**config.mk**
```make
export PLATFORM = sky130hd
export DESIGN_NAME = symmetry_scanner_flat
export DESIGN_NICKNAME = d
export VERILOG_FILES = /design/src/rtl/symmetry_scanner_pkg.sv /design/src/rtl/symmetry_scanner_if.sv /design/src/rtl/symmetry_scanner_pair_compare_lanes.sv /design/src/rtl/symmetry_scanner.sv /design/src/flat_wrapper.sv
export SDC_FILE = /design/constraint.sdc
export NUM_CORES = 1
export LEC_CHECK = 0
export BUFFER_PORTS_ARGS = -buffer_cell sky130_fd_sc_hd__buf_4
export CORE_MARGIN = 2
export CORE_UTILIZATION = 50
export DETAILED_ROUTE_END_ITERATION = 8
export GPL_ROUTABILITY_DRIVEN = 0
export PLACE_DENSITY = 0.77
export SLEW_MARGIN = 20
export SYNTH_ARGS = -nofsm -noshare
export SYNTH_HDL_FRONTEND = slang
export SYNTH_SLANG_ARGS = --single-unit
```
**constraint.sdc**
```tcl
create_clock -name clk -period 2.6 [get_ports clk]
set_input_delay 0.13 -clock clk [delete_from_list [all_inputs] [get_ports clk]]
set_output_delay 0.13 -clock clk [all_outputs]
set_load 0.05 [all_outputs]
```
**src/rtl/symmetry_scanner_pkg.sv**
```systemverilog
// symmetry_pkg: shared types and helpers for the symmetry scanner.
//   state_t     : controller states IDLE -> SCAN -> DONE
//   MODE_MIRROR : bit k must equal bit WIDTH-1-k
//   MODE_ANTI   : bit k must equal the complement of bit WIDTH-1-k
//   cw_of()     : width of the mismatch count / pair index (holds 0..WIDTH/2)
package symmetry_pkg;

   typedef enum logic [1:0] {
      IDLE = 2'd0,
      SCAN = 2'd1,
      DONE = 2'd2
   } state_t;

   localparam logic MODE_MIRROR = 1'b0;
   localparam logic MODE_ANTI   = 1'b1;

   function automatic int cw_of(input int width);
      return $clog2(width / 2 + 1);
   endfunction

endpackage

```
**src/rtl/symmetry_scanner_if.sv**
```systemverilog
// symmetry_scanner_if: word-in / result-out bus of the symmetry scanner.
//   in_valid/in_ready/in_data/in_mode             : input word channel
//   out_valid/out_ready/out_sym/out_mis_cnt/
//   out_first_mis                                 : result channel
//   busy                                          : scanner is in SCAN or DONE
// Handshake: a transfer happens on a rising clk edge where valid && ready.
// A source holding valid keeps its payload stable until that edge; the
// sink's ready may change freely and has no combinational path to valid.
// Modports: slave = the scanner, master = the producer/consumer side.
interface symmetry_scanner_if
   import symmetry_pkg::*;
#(
   parameter int WIDTH = 8,
   parameter int CW    = cw_of(WIDTH)
);
   logic             in_valid;
   logic             in_ready;
   logic [WIDTH-1:0] in_data;
   logic             in_mode;
   logic             out_valid;
   logic             out_ready;
   logic             out_sym;
   logic [CW-1:0]    out_mis_cnt;
   logic [CW-1:0]    out_first_mis;
   logic             busy;

   modport slave (
      input  in_valid, in_data, in_mode, out_ready,
      output in_ready, out_valid, out_sym, out_mis_cnt, out_first_mis, busy
   );

   modport master (
      output in_valid, in_data, in_mode, out_ready,
      input  in_ready, out_valid, out_sym, out_mis_cnt, out_first_mis, busy
   );
endinterface

```
**src/rtl/symmetry_scanner_pair_compare_lanes.sv**
```systemverilog
// pair_compare_lanes: combinational comparison of LANES mirrored bit pairs.
// Pair k compares bit k with bit WIDTH-1-k; the pairs handled in one step
// are k = step*LANES .. step*LANES+LANES-1.
//   word       in  latched word
//   step       in  step index
//   mode       in  MODE_MIRROR / MODE_ANTI
//   mis_cnt    out number of mismatching pairs in this step
//   any_mis    out at least one pair of this step mismatched
//   first_lane out lowest mismatching lane (0 when none)
module pair_compare_lanes #(
   parameter int WIDTH = 8,
   parameter int LANES = 1,
   parameter int CW    = 3,
   parameter int SW    = 2,
   parameter int LW    = 1
) (
   input  logic [WIDTH-1:0] word,
   input  logic [SW-1:0]    step,
   input  logic             mode,
   output logic [CW-1:0]    mis_cnt,
   output logic             any_mis,
   output logic [LW-1:0]    first_lane
);
   logic [WIDTH-1:0] rev;
   logic [WIDTH-1:0] diff;
   logic [LANES-1:0] lane_mis;

   for (genvar i = 0; i < WIDTH; i++) begin : g_rev
      assign rev[i] = word[WIDTH-1-i];
   end

   // diff[k] = 1 when pair k breaks the rule; in anti-mirror mode equal bits
   // are the failure, so the XOR is inverted.
   assign diff     = word ^ rev ^ {WIDTH{mode}};
   assign lane_mis = LANES'(diff >> (int'(step) * LANES));

   always_comb begin
      mis_cnt    = '0;
      any_mis    = |lane_mis;
      first_lane = '0;
      // Walk downwards so the lowest mismatching lane is written last.
      for (int l = LANES - 1; l >= 0; l--) begin
         mis_cnt = mis_cnt + CW'(lane_mis[l]);
         if (lane_mis[l]) begin
            first_lane = LW'(l);
         end
      end
   end
endmodule

```
**src/rtl/symmetry_scanner.sv**
```systemverilog
// symmetry_scanner: sequential mirrored-pair checker.
// Accepts a WIDTH-bit word, scans LANES pairs per clock for WIDTH/2 pairs
// (middle bit of odd widths is skipped) and presents symmetric flag,
// mismatch count and lowest mismatching pair index (WIDTH/2 when none).
//   clk, rst    : clock, asynchronous active-high reset
//   bus         : symmetry_scanner_if slave (input word / result channels)
//   dbg_state   : current controller state
//   stat_words, stat_sym : result / symmetric-result counters, present only
//                 when SYM_STATS_EN is defined (saturating, 16 bit)
module symmetry_scanner
   import symmetry_pkg::*;
#(
   parameter int WIDTH = 8,
   parameter int LANES = 1
) (
   input  logic              clk,
   input  logic              rst,
   symmetry_scanner_if.slave bus,
   output state_t            dbg_state
`ifdef SYM_STATS_EN
   ,
   output logic [15:0]       stat_words,
   output logic [15:0]       stat_sym
`endif
);
   localparam int P     = WIDTH / 2;
   localparam int CW    = cw_of(WIDTH);
   localparam int STEPS = (LANES > 0) ? P / LANES : 1;
   localparam int SW    = (STEPS > 1) ? $clog2(STEPS) : 1;
   localparam int LW    = (LANES > 1) ? $clog2(LANES) : 1;

   if (WIDTH < 2 || LANES < 1 || (P % LANES) != 0) begin : g_bad_cfg
      $error("symmetry_scanner: WIDTH must be >= 2 and LANES must divide WIDTH/2");
   end

   state_t           state, state_nxt;
   logic [WIDTH-1:0] word;
   logic             mode;
   logic [CW-1:0]    cnt;
   logic [CW-1:0]    first;
   logic [SW-1:0]    step;
   logic [CW-1:0]    step_cnt;
   logic             step_any;
   logic [LW-1:0]    step_lane;

   pair_compare_lanes #(
      .WIDTH(WIDTH), .LANES(LANES), .CW(CW), .SW(SW), .LW(LW)
   ) u_lanes (
      .word       (word),
      .step       (step),
      .mode       (mode),
      .mis_cnt    (step_cnt),
      .any_mis    (step_any),
      .first_lane (step_lane)
   );

   always_ff @(posedge clk or posedge rst) begin
      if (rst) state <= IDLE;
      else     state <= state_nxt;
   end

   always_comb begin
      state_nxt     = state;
      bus.in_ready  = 1'b0;
      bus.out_valid = 1'b0;
      bus.out_sym   = 1'b0;
      bus.busy      = 1'b0;
      case (state)
         IDLE: begin
            bus.in_ready = 1'b1;
            if (bus.in_valid) state_nxt = SCAN;
         end
         SCAN: begin
            bus.busy = 1'b1;
            if (step == SW'(STEPS - 1)) state_nxt = DONE;
         end
         DONE: begin
            bus.busy      = 1'b1;
            bus.out_valid = 1'b1;
            bus.out_sym   = (cnt == '0);
            if (bus.out_ready) state_nxt = IDLE;
         end
         default: state_nxt = IDLE;
      endcase
   end

   always_ff @(posedge clk or posedge rst) begin
      if (rst) begin
         word  <= '0;
         mode  <= MODE_MIRROR;
         cnt   <= '0;
         first <= '0;
         step  <= '0;
      end else begin
         case (state)
            IDLE: begin
               if (bus.in_valid) begin
                  word  <= bus.in_data;
                  mode  <= bus.in_mode;
                  cnt   <= '0;
                  first <= CW'(P);
                  step  <= '0;
               end
            end
            SCAN: begin
               cnt  <= cnt + step_cnt;
               step <= step + SW'(1);
               // Only the first step that sees a mismatch sets the index.
               if (first == CW'(P) && step_any) begin
                  first <= CW'(int'(step) * LANES + int'(step_lane));
               end
            end
            default: ;
         endcase
      end
   end

   assign bus.out_mis_cnt   = cnt;
   assign bus.out_first_mis = first;
   assign dbg_state         = state;

`ifdef SYM_STATS_EN
   always_ff @(posedge clk or posedge rst) begin
      if (rst) begin
         stat_words <= '0;
         stat_sym   <= '0;
      end else if (state == DONE && bus.out_ready) begin
         if (stat_words != 16'hFFFF) stat_words <= stat_words + 16'd1;
         if (cnt == '0 && stat_sym != 16'hFFFF) stat_sym <= stat_sym + 16'd1;
      end
   end
`endif
endmodule

```
**src/flat_wrapper.sv**
```systemverilog
// flat-port wrapper written by rule: the top's interface ports become plain ports
module symmetry_scanner_flat import symmetry_pkg::*;
#(
   parameter int WIDTH = 8,
   parameter int LANES = 1
)
  (clk, rst, dbg_state, bus_in_valid, bus_in_data, bus_in_mode, bus_out_ready, bus_in_ready, bus_out_valid, bus_out_sym, bus_out_mis_cnt, bus_out_first_mis, bus_busy);
  symmetry_scanner_if #(.WIDTH(WIDTH)) bus_i ();
  input  logic clk;
  input  logic rst;
  output state_t dbg_state;
  input wire logic [$bits(bus_i.in_valid)-1:0] bus_in_valid;
  input wire logic [$bits(bus_i.in_data)-1:0] bus_in_data;
  input wire logic [$bits(bus_i.in_mode)-1:0] bus_in_mode;
  input wire logic [$bits(bus_i.out_ready)-1:0] bus_out_ready;
  output wire logic [$bits(bus_i.in_ready)-1:0] bus_in_ready;
  output wire logic [$bits(bus_i.out_valid)-1:0] bus_out_valid;
  output wire logic [$bits(bus_i.out_sym)-1:0] bus_out_sym;
  output wire logic [$bits(bus_i.out_mis_cnt)-1:0] bus_out_mis_cnt;
  output wire logic [$bits(bus_i.out_first_mis)-1:0] bus_out_first_mis;
  output wire logic [$bits(bus_i.busy)-1:0] bus_busy;
  assign bus_i.in_valid = bus_in_valid;
  assign bus_i.in_data = bus_in_data;
  assign bus_i.in_mode = bus_in_mode;
  assign bus_i.out_ready = bus_out_ready;
  assign bus_in_ready = bus_i.in_ready;
  assign bus_out_valid = bus_i.out_valid;
  assign bus_out_sym = bus_i.out_sym;
  assign bus_out_mis_cnt = bus_i.out_mis_cnt;
  assign bus_out_first_mis = bus_i.out_first_mis;
  assign bus_busy = bus_i.busy;
  symmetry_scanner #(.WIDTH(WIDTH), .LANES(LANES)) u_core (.clk(clk), .rst(rst), .bus(bus_i), .dbg_state(dbg_state));
endmodule
```
# Yosys cells after proc, flatten, opt, wreduce, memory -nomap -nowiden
# Index checks and enable logic that the tools add are counted.
dict set report totals {
  ff_bits 19
  inputBits 13
  word_cells 43
}
dict set report op_classes {
  add_sub_neg 2
  n_eq_ne 8
  n_shift 1
  muxes 15
  n_bitwise 2
  n_reduce_logical 9
}
# operator count
set op_table {}
lappend op_table {{bitwise XOR 8 bit} 2}
lappend op_table {{one-hot mux 3 bit (2 select lines)} 2}
lappend op_table {{2-to-1 mux 3 bit} 3}
lappend op_table {{2-to-1 mux 2 bit} 4}
lappend op_table {{>> shifter 8 x 2 -> 1 bit} 1}
lappend op_table {{one-hot mux 2 bit (3 select lines)} 1}
lappend op_table {{AND reduction 3 bit} 2}
lappend op_table {{== test 2 bit, second input constant} 2}
lappend op_table {{2-to-1 mux 1 bit} 4}
lappend op_table {{!= test 2 x 1 -> 1 bit, second input constant} 2}
lappend op_table {{!= test 2 bit, second input constant} 2}
lappend op_table {{one-hot mux 2 bit (2 select lines)} 1}
lappend op_table {{AND reduction 2 bit} 2}
lappend op_table {{adder 3 x 1 -> 3 bit} 1}
lappend op_table {{== test 3 bit, second input constant} 1}
lappend op_table {{logical NOT 3 bit} 1}
lappend op_table {{adder 2 x 1 -> 2 bit, second input constant} 1}
lappend op_table {{== test 2 x 1 -> 1 bit, second input constant} 1}
lappend op_table {{logical NOT 2 bit} 1}
lappend op_table {{nonzero test 2 bit} 1}
lappend op_table {{OR reduction 2 bit} 1}
lappend op_table {{logical AND 1 bit} 1}

# Logic depth before layout (Yosys ltp)
# Gate-level depths: netlist of run 1.
dict set report depth {
  ltp_word 6
  mapped_depth 8
  mapped_depth_nobuf 8
}

# By module
# Synthesis of run 1 repeated with hierarchy kept, for this count alone.
dict set report unflattened {
  cells_unflattened 102
  area_unflattened_um2 1152.4
}
# mod instances cells_per_inst area_each_um2
set by_module_without_submodules {}
lappend by_module_without_submodules {symmetry_scanner 1 91 1052.3}
lappend by_module_without_submodules {pair_compare_lanes 1 11 100.1}

# Worst setup path before layout of run 1
# No wires, ideal clock.
dict set report synth_path {
  path_kind {register -> output}
  start {register u_core.state[1] (netlist: u_core.dbg_state[1])}
  end {output port bus_out_sym}
  arrival_time_ns 2.901
  slack_ns -0.431
  path_stages_with_launch 3
  n_path_buf 0
  path_cell_list {dfrtp_1 ha_1 nor4b_1}
}
dict set report synth_via {
  elab_chain_len 2
}
# item line_no
set synth_lines {}
lappend synth_lines {{start: declaration} symmetry_scanner.sv:36} ;# state_t state, state_nxt;
lappend synth_lines {{start signal: assignment} symmetry_scanner.sv:59} ;# else state <= state_nxt;
lappend synth_lines {{== test 2 bit} symmetry_scanner.sv:68} ;# case (state)
lappend synth_lines {{2-to-1 mux 1 bit} symmetry_scanner.sv:68}
lappend synth_lines {{end: declaration} flat_wrapper.sv:18} ;# output wire logic [$bits(bus_i.out_sym)-1:0] bus_out_sym;
# No other way between the ends.

# Worst setup path in the final report of run 1
dict set report layout_path {
  start {register u_core.word[3]}
  end {register u_core.cnt[1] (netlist: u_core.bus.out_mis_cnt[1])}
}
dict set report layout_via {
  elab_chain_len 5
}
# item line_no
set layout_lines {}
lappend layout_lines {{start: declaration} symmetry_scanner.sv:37} ;# logic [WIDTH-1:0] word;
lappend layout_lines {{start signal: assignment} symmetry_scanner.sv:98} ;# word <= bus.in_data;
lappend layout_lines {{bitwise XOR 8 bit (2 in series)} symmetry_scanner_pair_compare_lanes.sv:34} ;# assign diff = word ^ rev ^ {WIDTH{mode}};
lappend layout_lines {{>> shifter 8 x 2 -> 1 bit} symmetry_scanner_pair_compare_lanes.sv:35} ;# assign lane_mis = LANES'(diff >> (int'(step) * LANES));
lappend layout_lines {{adder 3 x 1 -> 3 bit} symmetry_scanner.sv:106} ;# cnt <= cnt + step_cnt;
lappend layout_lines {{one-hot mux 3 bit (2 select lines)} symmetry_scanner.sv:95} ;# case (state)
lappend layout_lines {{end signal: assignment} symmetry_scanner.sv:106}
lappend layout_lines {{end: declaration} symmetry_scanner.sv:39} ;# logic [CW-1:0] cnt;
# No other way between the ends.
# A chain may end at the register's enable or synchronous reset.

==> metrics, run 1 <==
layout cells sized above 1 42.0%; XOR/XNOR share of the synthesized area 5.66%; mux cell area share after synthesis 17.9%; largest net degree at the start of global routing 20; Worst Path Required 2.79 ns; final instance area 1190 sq um; RSZ-0062 raised after global routing no; DP HPWL 1200 microns; Yosys top cell area share 51.2%; VDD IR max 0.743 mV; post-route clock period utilization 78.2%; placed cell area 1150 sq um; first-pass GRT wire length 2390 microns; Die Y 47.1 microns; total of max-cap violations 0; most common cell in the synthesized netlist dfrtp_1; status completed; die width 47.1 microns; top post-synthesis cells by area dfrtp_1 (51%), mux2_2 (13%), ha_1 (8.1%); overall power 1.62 mW; vias in the first global route 572; row count 15; IO Port Bufs 24; Post-Place Cells 120; Core Area 1750 sq um; DRT Wirelength 1530 microns; synth unique cells 18; Max clock buf depth 2; Layout area overhead 27.8%; EDFF count, synth 0; Startpoint Class flop; 1st-iter DRT viols 7; ANT cells 0; postcts setup bufs 0; Synth Area in Simple Gates 5.12%; register area share after synthesis 51.2%; achievable frequency 492 MHz; top post-synthesis cells by count dfrtp_1 (19), mux2_2 (11), inv_1 (7); Psw 0.742 mW; CTS tree done; clock skew 0.0122 ns; syn avg cell area 13.1 sq um; Sum Neg Setup Slack 0 ns; CP Max Fanout 3; Non-Filler Instances 125; ANT nets after route 0; Clock Sinks 19; FF+latch count, synth 19; initial antenna violation count 0; Clk network pwr share 9.3%; CTS Buf Count 3; Die Area 2220 sq um; routed vias 641; Slew HR 54.0%; Via density 5.13; Cell Area, Synth 928 sq um; Crit path arrival time 2.22 ns; drt pass-1 iters 2; grt ovf 0; syn nets 90; Reg clk slew, reported paths 0.12 ns; Syn Inst Count 71; # setup viols final 0; DR DRC count 0; Lkg Pwr 0.583 nW; Initial Util 53.2%; area leader, netlist dfrtp_1; clk root buf clkbuf_4; Post-Synth Adder-Cell Area 8.09%; Synth Area in Compound Gates 9.16%; Async S/R FF share, synth 100%; Worst-Skew Late Latency 0.30 ns; sequential share of power 32.5%; power density over the cells 1370 nW/um^2; min Tclk post-route 2.03 ns; # nets final 120; WS Path Type flop to flop; CP endpoint kind flop; number of H-tree levels 1; Final Hold Vio Count 0; Synth warnings 0; Avg WL per Cell 12.2 microns; # IOs 25; largest family of logic cells by synthesized area multiplexers; combinational share of power 58.2%; Sw Ratio 45.7%; Slew Limit Fails 0; ys flop type dfrtp_1; Slew @ Worst Pin 0.689 ns; Hold Path Class input pin to flop; Pint 0.881 mW; gr usage total 16.0%
-- per-stage QoR --
step | setup slack [ns] | util (%) | hold WS (ns)
6_report | 0.566 | 68.0 | 0.0480
5_1_grt | 0.408 | 68.0 | 0.0226
4_1_cts | 0.546 | 68.0 | 0.0353
3_5_place_dp | 0.595 | 65.7 | 0.283
3_3_place_gp | 0.628 | 65.7 | 0.277
2_1_floorplan | 0.244 | - | 0.0811
-- worst max-delay path: stages (launching register included) --
cell	delay (ns)
dfrtp_1	0.41
xor2_1	0.17
mux4_2	0.48
xor2_1	0.24
ha_1	0.20
ha_1	0.22
a22o_1	0.20
-- path summary, 6_finish.rpt --
path,from,endpoint,slack [ns],cells after the start
setup / recovery,u_core.word[3],u_core.bus.out_mis_cnt[1],0.57,6
hold / removal,bus_in_data[6],u_core.word[6],0.05,2
setup reg to reg,u_core.word[3],u_core.bus.out_mis_cnt[1],0.57,6
hold reg to reg,u_core.word[5],u_core.word[5],0.54,1
max in group asynchronous,rst,u_core.bus.out_first_mis[1],1.66,3
min in group asynchronous,rst,u_core.dbg_state[0],0.49,3
-- layer usage --
metal	wire length (microns)	GRT usage (%)
met3	96	8.08
met4	12	5.00
met5	0	0
met2	740	24.7
met1	676	19.6
-- state kept, by name, summed over array words and instances (netlist names) --
register,flops
u_core.bus.out_first_mis,3
u_core.step,2
u_core.dbg_state,2
u_core.mode,1
u_core.bus.out_mis_cnt,3
u_core.word,8
-- what timing repair did --
action,4_1_cts,5_1_grt
gates resized for setup,0,0
hold buffers,1,0
hold endpoints to repair,19,0
-- final cells by class --
type                       count  area, sq um
clock buffer                   3         22.5
fill                         140          559
sequential                    19          475
inverter                       7         26.3
clock inverter                 1         7.51
tap                           25         31.3
timing repair buffer          25          190
multi-input combinational     45          433
-- kinds of logic after synthesis --
| group | Yosys count |
|---|---|
| AO/OA/AOI/OAI | 11 |
| XOR/XNOR | 6 |
| adder cells (fa/ha/maj) | 6 |
| buffers and inverters | 7 |
| flip-flops | 19 |
| multiplexers | 14 |
| AND/OR/NAND/NOR | 8 |
-- layout by cell type (no fill, tap or decap), types with 2 or more instances in the layout --
cell type,synthesis,final
mux2_2,11,11
a21oi_1,2,2
mux2i_1,2,2
dfrtp_1,19,19
a22o_1,4,4
buf_4,0,24
nand2_1,3,3
a32o_1,2,2
a22oi_1,2,2
inv_1,7,7
xor2_1,5,5
clkbuf_4,0,3
ha_1,6,6
-- power groups by stage --
stage | sequential, mW | clock (mW) | combinational (mW)
CTS | 0.528 | 0.158 | 0.957
floorplan | 0.651 | 0 | 0.611
global route | 0.545 | 0.174 | 1.02
global placement | 0.529 | 0 | 0.931
finish | 0.527 | 0.151 | 0.945
detailed placement | 0.535 | 0 | 0.951
No activity file was read; power rests on OpenSTA's default activity.
==> run 2: changes to the inputs <==
==> constraint.sdc (replaced) <==
create_clock -name clk -period 2 [get_ports clk]
set_input_delay 0.1 -clock clk [delete_from_list [all_inputs] [get_ports clk]]
set_output_delay 0.1 -clock clk [all_outputs]
set_load 0.05 [all_outputs]
==> run 2 against run 1 <==
Against the previous run: design area increased by 4.4%; die area is the same; clock skew shrank 0.010 ns; flip-flop and latch count is the same; utilization up 3.0 points; sequential share of layout area shrank 1.5 points; critical path depth did not move; fmax grew 2.1%; non-clock buffer count up 4; register-to-register slack lost 0.56 ns; worst setup slack lost 0.56 ns; count of clock-buffer cells in the layout is 1 higher.
==> metrics, run 2 (same netlist as run 1, synthesis figures left out) <==
status completed; Psw 1.02 mW; Pint 1.29 mW; Clock Sinks 19; die width 47.1 microns; commonest non-fill, non-tap cells in the layout buf_4 (28), dfrtp_1 (17), mux2_2 (11); largest net degree at the start of global routing 20; Slew HR 54.9%; CP Max Fanout 2; RSZ-0062 raised after global routing yes; initial antenna violation count 0; final core occ 71.0%; cell mode on critical path ha_2; Worst Path Required 2.20 ns; row count 15; total of max-cap violations 0; Die Area 2220 sq um; Avg WL per Cell 12.5 microns; Die Y 47.1 microns; 1st-iter DRT viols 9; Final WS setup 0.00770 ns; sequential share of power 29.8%; Layout area overhead 33.4%; Reg clk slew, reported paths 0.10 ns; Sw Ratio 44.2%; clk root buf clkbuf_4; Top reg by flops u_core.word; Crit path arrival time 2.19 ns; slowest CP cell mux4_2; Post-Place Cells 122; Crit path max-delay family multiplexers; grt ovf 0; Lkg Pwr 0.598 nW; Worst R2R Setup Slack 0.008 ns; Core Area 1750 sq um; CP bufs+invs 0; combinational share of power 62.1%; # IOs 25; number of H-tree levels 1; number of fill cells 131; drt pass-1 iters 4; DRT Wirelength 1610 microns; # setup viols final 0; Worst-Skew Late Latency 0.29 ns; CP endpoint kind flop; routed vias 672; Via density 5.21; post-route clock period utilization 99.6%; DR DRC count 0; overall power 2.31 mW; CP max stage delay 0.50 ns; Startpoint Class flop; clock skew 0.00217 ns; layout cells sized above 1 49.0%; Non-Filler Instances 129; IO Port Bufs 24; power density over the cells 1860 nW/um^2; commonest non-fill, non-tap cell in the layout buf_4; first-pass GRT wire length 2520 microns; Initial Util 53.2%; ANT nets after route 0; CTS tree done; Slew @ Worst Pin 0.676 ns; # nets final 124; Multi-input gate area 457 sq um; min Tclk post-route 1.99 ns; Slew Limit Fails 0; Hold Path Class input pin to flop; VDD IR max 1.26 mV; Place WS 0.00113 ns; CP Cell Sequence xor2_1 -> mux4_2 -> xor2_2 -> ha_2 -> ha_2 -> a22o_1; CTS Buf Count 3; gr usage total 17.5%; DP HPWL 1230 microns; WS Path Type flop to flop; number of flip-flops in the largest register 8; achievable frequency 502 MHz; Final Hold Vio Count 0; Clk network pwr share 8.1%; Reg area 478 sq um; ANT cells 0; Max clock buf depth 2; vias in the first global route 617
-- run 2: what timing repair did --
| action | in CTS | in global routing |
|---|---|---|
| setup endpoints to repair | 2 | 2 |
| gates resized for setup | 2 | 1 |
| hold endpoints to repair | 19 | 0 |
| hold buffers | 1 | 0 |
| pin swaps | 0 | 0 |
| setup buffers | 1 | 1 |
-- run 2: worst paths after layout --
path	start	endpoint	cells past startpoint
setup / recovery	u_core.word[3]	u_core.bus.out_mis_cnt[1]	6
hold / removal	bus_in_data[7]	u_core.word[7]	2
setup reg to reg	u_core.word[3]	u_core.bus.out_mis_cnt[1]	6
hold reg to reg	u_core.word[4]	u_core.word[4]	1
max in group asynchronous	rst	u_core.dbg_state[0]	3
min in group asynchronous	rst	u_core.word[5]	3
-- run 2: metrics by stage --
stage	TNS, ns	hold slack, ns	area [sq um]
2_1_floorplan	0	0.0510	948
3_3_place_gp	0	0.253	1170
3_5_place_dp	0	0.258	1170
4_1_cts	0	0.0146	1230
5_1_grt	-0.184	0.00508	1240
6_report	0	0.0272	1240
-- run 2: layout make-up --
cell class	count	share of cell area (%)
repair buffers	29	17.8
flip-flops and latches	19	38.6
clock buffers	4	2.12
multi-input cells	45	36.9
inverters	7	2.12
well taps	25	2.53
-- run 2: power by group through the flow --
stage,sequential [mW],clock [mW],combinational [mW]
after CTS,0.686,0.198,1.36
after global placement,0.685,0,1.26
final,0.686,0.187,1.43
after floorplan,0.854,0,0.814
after detailed placement,0.691,0,1.29
after global routing,0.711,0.216,1.54
-- run 2: metal layers --
metal / wire [microns] / GRT usage (%)
met2: 801 / 25.5
met3: 88 / 7.69
met1: 675 / 20.2
met4: 44 / 13.3
met5: 0 / 0
==> run 3: changes to the inputs <==
--- a/config.mk
+++ b/config.mk
@@ -7,10 +7,9 @@
 export LEC_CHECK = 0
 export BUFFER_PORTS_ARGS = -buffer_cell sky130_fd_sc_hd__buf_4
 export CORE_MARGIN = 2
-export CORE_UTILIZATION = 50
+export CORE_UTILIZATION = 40
 export DETAILED_ROUTE_END_ITERATION = 8
 export GPL_ROUTABILITY_DRIVEN = 0
-export PLACE_DENSITY = 0.77
 export SLEW_MARGIN = 20
 export SYNTH_ARGS = -nofsm -noshare
 export SYNTH_HDL_FRONTEND = slang
==> run 3 against run 2 <==
Against the previous run: count of clock-buffer cells in the layout decreased by 1; register-to-register slack improved by 0.03 ns; fmax up 1.6%; critical path depth rose by 2; design area rose by 2.6%; clock skew is 0.0011 ns lower; critical path type unchanged; final cell count increased by 3.9%; first-iteration DRC count is 89% lower.
==> metrics, run 3 (same netlist as run 1, synthesis figures left out) <==
status completed; Non-Filler Instances 134; ANT nets after route 0; Via density 4.99; # setup viols final 0; DR DRC count 0; number of H-tree levels 1; grt ovf 0; largest net degree at the start of global routing 20; Hold Path Class input pin to flop; ANT cells 0; achievable frequency 510 MHz; CP max stage delay 0.50 ns; CP bufs+invs 0; first-pass GRT wire length 2720 microns; clock skew 0.00108 ns; DP HPWL 1300 microns; vias in the first global route 645; Crit path arrival time 2.15 ns; Lkg Pwr 0.611 nW; slowest CP cell mux4_2; min Tclk post-route 1.96 ns; die width 52.2 microns; number of fill cells 196; Slew HR 54.5%; total of max-cap violations 0; routed vias 669; IO Port Bufs 24; Multi-input gate area 469 sq um; Slew Limit Fails 0; post-route clock period utilization 98.0%; initial antenna violation count 0; Sum Neg Setup Slack 0 ns; Max clock buf depth 2; VDD IR max 1.05 mV; clk root buf clkbuf_4; CP Max Fanout 2; commonest non-fill, non-tap cell in the layout buf_4; Startpoint Class flop; drt pass-1 iters 4; Final WS setup 0.0395 ns; Reg area 478 sq um; CP endpoint kind flop; Post-Place Cells 125; Worst Path Required 2.19 ns; Final Hold Vio Count 0; Crit path max-delay family multiplexers; CTS tree done; Reg clk slew, reported paths 0.10 ns; power density over the cells 1850 nW/um^2; Die Area 2720 sq um; Top reg by flops u_core.word; gr usage total 13.6%; Avg WL per Cell 12.3 microns; Place WS -0.0116 ns; # IOs 25; Slew @ Worst Pin 0.682 ns; Clock Sinks 19; commonest non-fill, non-tap cells in the layout buf_4 (30), dfrtp_1 (17), mux2_2 (11); row count 17; Layout area overhead 36.9%; WS Path Type flop to flop; 1st-iter DRT viols 1; CTS Buf Count 3; layout cells sized above 1 51.9%; number of flip-flops in the largest register 8; # nets final 126; overall power 2.36 mW; RSZ-0062 raised after global routing yes; Die Y 52.2 microns; Core Area 2210 sq um; Worst-Skew Late Latency 0.29 ns; CP Cell Sequence xor2_1 -> mux4_2 -> xor2_2 -> ha_2 -> ha_4 -> nand2_2 -> mux2i_1 -> a22o_1; DRT Wirelength 1650 microns; Initial Util 42.0%
==> run 3: cell count changes in the layout (fill, tap and decap cells not counted), sizes merged <==
cell    change
clkinv      +1
buf         +2
clkbuf      -1
==> run 3: through the flow <==
| step | util [%] | hold slack [ns] | instance area [sq um] |
|---|---|---|---|
| 2_1_floorplan | - | 0.0510 | 948 |
| 3_3_place_gp | 53.3 | 0.255 | 1180 |
| 3_5_place_dp | 53.3 | 0.259 | 1180 |
| 4_1_cts | 56.1 | 0.0165 | 1240 |
| 5_1_grt | 57.5 | 0.0172 | 1270 |
| 6_report | 57.5 | 0.0303 | 1270 |
==> run 3: path summary, 6_finish.rpt <==
path                           startpoint                        end  slack (ns)  cells past startpoint
max reg2reg                u_core.word[4]  u_core.bus.out_mis_cnt[2]        0.04                      8
max                        u_core.word[4]  u_core.bus.out_mis_cnt[2]        0.04                      8
min                        bus_in_data[4]             u_core.word[4]        0.03                      2
min in group asynchronous             rst        u_core.dbg_state[0]        0.46                      3
max in group asynchronous             rst        u_core.dbg_state[1]        1.07                      3
min reg2reg                u_core.word[4]             u_core.word[4]        0.54                      1
==> run 3: routing by layer <==
layer / GRT usage, % / share of wire (%) / vias up
met3: 5.14 / 5.0 / 0
met2: 22.2 / 50 / 16
met4: 2.56 / 0 / 0
met1: 17.4 / 45 / 330
li1: - / - / 323
met5: 0 / 0 / -
==> run 3: layout make-up <==
| cell class | instances | area share (%) |
|---|---|---|
| well taps | 28 | 2.76 |
| inverters | 7 | 2.07 |
| clock inverters | 1 | 0.394 |
| multi-input cells | 45 | 36.9 |
| clock buffers | 3 | 1.77 |
| flip-flops and latches | 19 | 37.6 |
| repair buffers | 31 | 18.5 |
==> run 3: repair_timing <==
item                                   4_1_cts  5_1_grt
resized for setup                            2        3
pin swaps                                    0        3
setup endpoints to repair                    2        2
hold buffers                                 1        0
buffers inserted                             2        2
endpoints found under the hold margin       19        0
==> run 3: power breakdown <==
| group | switching (mW) | internal (mW) |
|---|---|---|
| Sequential | 0.137 | 0.552 |
| Combinational | 0.791 | 0.690 |
| Clock | 0.114 | 0.0744 |
==> run 3: worst reg2reg max path: cells and delay by family (launching register included) <==
family / cells / cell delay, ns
simple gates: 1 / 0.04
compound gates: 1 / 0.18
flops: 1 / 0.40
fa+ha+maj: 2 / 0.35
mux: 2 / 0.56
xor+xnor: 2 / 0.34
